**src/rtl/fft_out_unpack.sv**
```systemverilog
// fft_out_unpack: unpacks two-bin FFT result beats into a one-bin-per-beat
// AXI-Stream. It adds frame delimiting (tlast) and a completed-frame counter.
module fft_out_unpack #(
    parameter int DATA_WIDTH = 8,
    parameter int FRAME_LEN  = 16
) (
    input  logic                    clk,
    input  logic                    reset,
    input  logic                    s_axis_tvalid,
    output logic                    s_axis_tready,
    input  logic [DATA_WIDTH*4-1:0] s_axis_tdata,
    output logic                    m_axis_tvalid,
    input  logic                    m_axis_tready,
    output logic [DATA_WIDTH*2-1:0] m_axis_tdata,
    output logic                    m_axis_tlast,
    output logic [15:0]             frame_cnt,
    output logic                    busy
);

    localparam int BIN_W = DATA_WIDTH * 2;
    localparam int CNT_W = $clog2(FRAME_LEN);
    localparam logic [CNT_W-1:0] LAST_BIN = CNT_W'(FRAME_LEN - 1);

    typedef enum logic [1:0] {
        ST_EMPTY,
        ST_HI,
        ST_LO
    } state_t;

    state_t                  state_q;
    state_t                  state_d;
    logic [DATA_WIDTH*4-1:0] hold_q;
    logic [CNT_W-1:0]        bin_cnt_q;
    logic [15:0]             frame_cnt_q;
    logic                    in_hs;
    logic                    out_hs;

    // A new beat is taken only when nothing is held, or in the same cycle
    // the held bin_b leaves, so the holding register never overflows.
    assign s_axis_tready = !reset && ((state_q == ST_EMPTY) ||
                                      ((state_q == ST_LO) && m_axis_tready));
    assign m_axis_tvalid = (state_q != ST_EMPTY);
    assign m_axis_tdata  = (state_q == ST_LO) ? hold_q[BIN_W-1:0]
                                              : hold_q[2*BIN_W-1:BIN_W];
    assign m_axis_tlast  = m_axis_tvalid && (bin_cnt_q == LAST_BIN);
    assign frame_cnt     = frame_cnt_q;
    assign busy          = (state_q != ST_EMPTY) || (bin_cnt_q != '0);

    assign in_hs  = s_axis_tvalid && s_axis_tready;
    assign out_hs = m_axis_tvalid && m_axis_tready;

    // Next-state: walk bin_a then bin_b of the held beat, chaining straight
    // into the next beat when one arrives as bin_b leaves.
    always_comb begin
        state_d = state_q;
        case (state_q)
            ST_EMPTY: begin
                if (in_hs) begin
                    state_d = ST_HI;
                end
            end
            ST_HI: begin
                if (out_hs) begin
                    state_d = ST_LO;
                end
            end
            ST_LO: begin
                if (out_hs) begin
                    state_d = in_hs ? ST_HI : ST_EMPTY;
                end
            end
            default: begin
                state_d = ST_EMPTY;
            end
        endcase
    end

    // State register.
    always_ff @(posedge clk) begin
        if (reset) begin
            state_q <= ST_EMPTY;
        end else begin
            state_q <= state_d;
        end
    end

    // Holding register captures the whole input beat on each accept.
    always_ff @(posedge clk) begin
        if (reset) begin
            hold_q <= '0;
        end else if (in_hs) begin
            hold_q <= s_axis_tdata;
        end
    end

    // Bin position within the current frame, advanced per emitted bin.
    always_ff @(posedge clk) begin
        if (reset) begin
            bin_cnt_q <= '0;
        end else if (out_hs) begin
            if (bin_cnt_q == LAST_BIN) begin
                bin_cnt_q <= '0;
            end else begin
                bin_cnt_q <= bin_cnt_q + 1'b1;
            end
        end
    end

    // Completed-frame counter, bumped when the tlast bin is accepted; wraps.
    always_ff @(posedge clk) begin
        if (reset) begin
            frame_cnt_q <= '0;
        end else if (out_hs && m_axis_tlast) begin
            frame_cnt_q <= frame_cnt_q + 16'd1;
        end
    end

endmodule

```
**config.mk**
```make
export PLATFORM = sky130hd
export DESIGN_NAME = fft_out_unpack
export DESIGN_NICKNAME = d
export VERILOG_FILES = /design/src/rtl/fft_out_unpack.sv
export SDC_FILE = /design/constraint.sdc
export NUM_CORES = 1
export LEC_CHECK = 0
export CAP_MARGIN = 20
export CORE_MARGIN = 5
export CORE_UTILIZATION = 50
export CTS_CLUSTER_DIAMETER = 200
export DETAILED_ROUTE_END_ITERATION = 12
export PLACE_DENSITY = 0.94
export SLEW_MARGIN = 20
export SYNTH_ARGS = -nofsm -noshare
export SYNTH_HDL_FRONTEND = slang
export SYNTH_SLANG_ARGS = --single-unit
```
**constraint.sdc**
```tcl
create_clock -name clk -period 4.5 [get_ports clk]
set_clock_uncertainty 0.2 [all_clocks]
set_input_delay 1.35 -clock clk [delete_from_list [all_inputs] [get_ports clk]]
set_output_delay 1.35 -clock clk [all_outputs]
set_load 0.05 [all_outputs]
```
==> metrics <==
status complete, no violations; # setup viols final 0; Post-CTS Setup Bufs 0; Root Buffer clkbuf_8; Post-CTS Resized 0; CP Data Arrival Time between 2 and 2.5 ns; Synth cell types 29; WS Path Type in2out; Setup WS pre-CTS between 0.4 and 0.5 ns; sequential share of power roughly 52%; Static Leak 1.14 nW; CTS tree built; row count 25; clk slew on worst S/H paths 0.10 ns; setup TNS 0 ns; gr usage total a little under a fifth; H-tree levels 2; max cap viols 0; Synth Area in Simple Gates 26.8%; Initial DRT Pass Iterations 4; Clock Latency Late Sink 0.31 ns; largest net degree at the start of global routing 65; Post-Synth XOR/XNOR Area around 4%; Core Region 4690 µm²; multiplexer share of the synthesized area about 8.4%; initial core utilization between 50% and 60%; register area share after synthesis 44.9%; Nets ~390; worst hold start hold_q[8]; post-synthesis register bit count 54; die height just under 80 µm; Adder-Cell Fraction of Synth Area roughly 1.6%; placed insts ~400; fmax 0.249 GHz; dominant synthesized flop cell dfxtp_1; DRC viols 0; via count roughly 2.1k; CTS hold repair buffers 0; YS warnings 0; fin crit period 4.02 ns; DRT iter0 DRCs 99; Final Max Slew Viols 0; width of the die 79.4 µm; first-pass GRT wire length just over 9 mm; hold-critical path depth 2; antenna violations before repair 0; vias in the first global route 1988; Reg2Reg Setup Slack 2.07 ns; syn avg cell area between 8 and 9 µm²; worst vdd ir 0.000252 V; net count after synthesis about 320; most frequent cells in the layout 70 x clkdlybuf4s50_1, 54 x dfxtp_1, 41 x nand2_1, 37 x o21ai_0, 33 x nand2b_1; routability cong. 0.915; Syn Inst Count roughly 280; Compound-Gate Fraction of Synth Area 10.6%; final hold slack around 0.28 ns; RSZ-0062 raised after global routing no; Cell Int Power a little over 0.0007 W; Cell Area, Synth 2410 µm²; Max Buffers Root-to-Sink 2; # IOs 72; crit start category primary input; die area roughly 6300 µm²; Hold Path Class reg2reg; ys async rst share 0%; clock sink count 54; GRT overflow 0; Hold EP hold_q[8]; most common cell after layout, fill and taps aside clkdlybuf4s50_1; final hold violations 0; ant diodes 0; fin crit share slightly below 90%; Non-Filler Instances a little over 400; pwr dens 305 nW/µm²; worst-case reg-to-reg path depth 5; Worst R2R End frame_cnt[15]; Post-synth EDFFs 0; DR vias/cell roughly 5.2; Reg-to-Reg Start bin_cnt_q[0]; Worst Tran Pin Value roughly 0.52 ns; share of cells above drive strength 1 between 10% and 20%; Final Power 0.000996 W; Relative slew margins between 60% and 70%; Comb pwr share approximately a fifth; Synth-to-Final Area Change 35.7%; drt wl/cell 13.6 µm; switching share of power 28.2%; CP Capture Type output port; Clock power frac 28.9%; worst-path fanout max 6; post-detail-place hpwl around 3.9 mm; main combinational cell family by area after synthesis simple AND/OR/NAND/NOR gates; Psw ~0.00028 W; IO Port Bufs 71; CTS Buf Count 5; routed wire length ~5.5 mm; final worst slack 0.477 ns; CP required 2.95 ns; Post-DRT Antenna Nets 0
[kinds of logic (layout without fill, tap and decap cells)]
logic type	Yosys count	after routing
multiplexers	18	18
AO/OA/AOI/OAI	49	49
buffers and inverters	23	89
XOR/XNOR	11	11
AND/OR/NAND/NOR	126	126
adder cells (fa/ha/maj)	3	3
flip-flops	54	54
[critical path, cell delays in order]
cell and delay (ns):
clkdlybuf4s50_1 0.51, nor2b_1 0.35, nor3_2 0.10, buf_12 0.16
[synth_stat cells, types with 3 or more instances]
| library cell | n | area share (%) |
|---|---|---|
| dfxtp_1 | 54 | 45 |
| mux2_2 | 18 | 8.4 |
| inv_1 | 7 | 1.1 |
| or3_1 | 3 | 0.78 |
| nand3_1 | 5 | 1.0 |
| nand2b_1 | 33 | 8.6 |
| nor3_1 | 10 | 2.1 |
| nor2_1 | 16 | 2.5 |
| nor2b_1 | 3 | 0.78 |
| clkbuf_1 | 14 | 2.2 |
| a21oi_1 | 8 | 1.7 |
| nand2_1 | 41 | 6.4 |
| xnor2_1 | 9 | 3.3 |
| o21ai_0 | 37 | 7.7 |
| nand4_1 | 4 | 1.0 |
| nor4_1 | 4 | 1.0 |
| ha_1 | 3 | 1.6 |
[sequential cells by signal, indices dropped and copies added (netlist names)]
signal and cells:
bin_cnt_q 4, hold_q 32, state_q 2, frame_cnt 16
[power by group through the flow]
stage                     Combinational, W  Clock [W]  Sequential [W]
final                             0.000190   0.000288        0.000518
after global routing              0.000204   0.000319        0.000522
after detailed placement          0.000190          0        0.000529
after global placement            0.000188          0        0.000527
after CTS                         0.000192   0.000297        0.000518
after floorplan                   0.000119          0        0.000522
[final cells by class]
cell class | count | area [µm²]
fillers | 374 | 1420
multi-input cells | 207 | 1250
flip-flops and latches | 54 | 1080
repair buffers | 74 | 743
clock buffers | 6 | 82.6
well taps | 54 | 67.6
inverters | 7 | 26.3
clock inverters | 2 | 16.3
[metrics by stage]
step	utilization (%)	area [µm²]
floorplan	-	2410
global placement	67.6	3170
detailed placement	67.6	3170
CTS	69.7	3270
global route	69.7	3270
finish	69.7	3270
[how the worst max path moves through the flow]
stage	from	endpoint	slack, ns
after global routing	m_axis_tready	s_axis_tready	0.38
after CTS	m_axis_tready	s_axis_tready	0.47
final	m_axis_tready	s_axis_tready	0.48
after global placement	m_axis_tready	s_axis_tready	0.53
after detailed placement	m_axis_tready	s_axis_tready	0.47
after floorplan	reset	s_axis_tready	0.40
[routing by layer]
metal	track usage, %	share of wire [%]	up-vias
li1	-	-	1077
met1	21.4	42	944
met2	30.3	47	72
met3	7.67	9.6	5
met4	4.64	0.87	0
met5	0	0	-
Power figures use the tool's default switching activity.
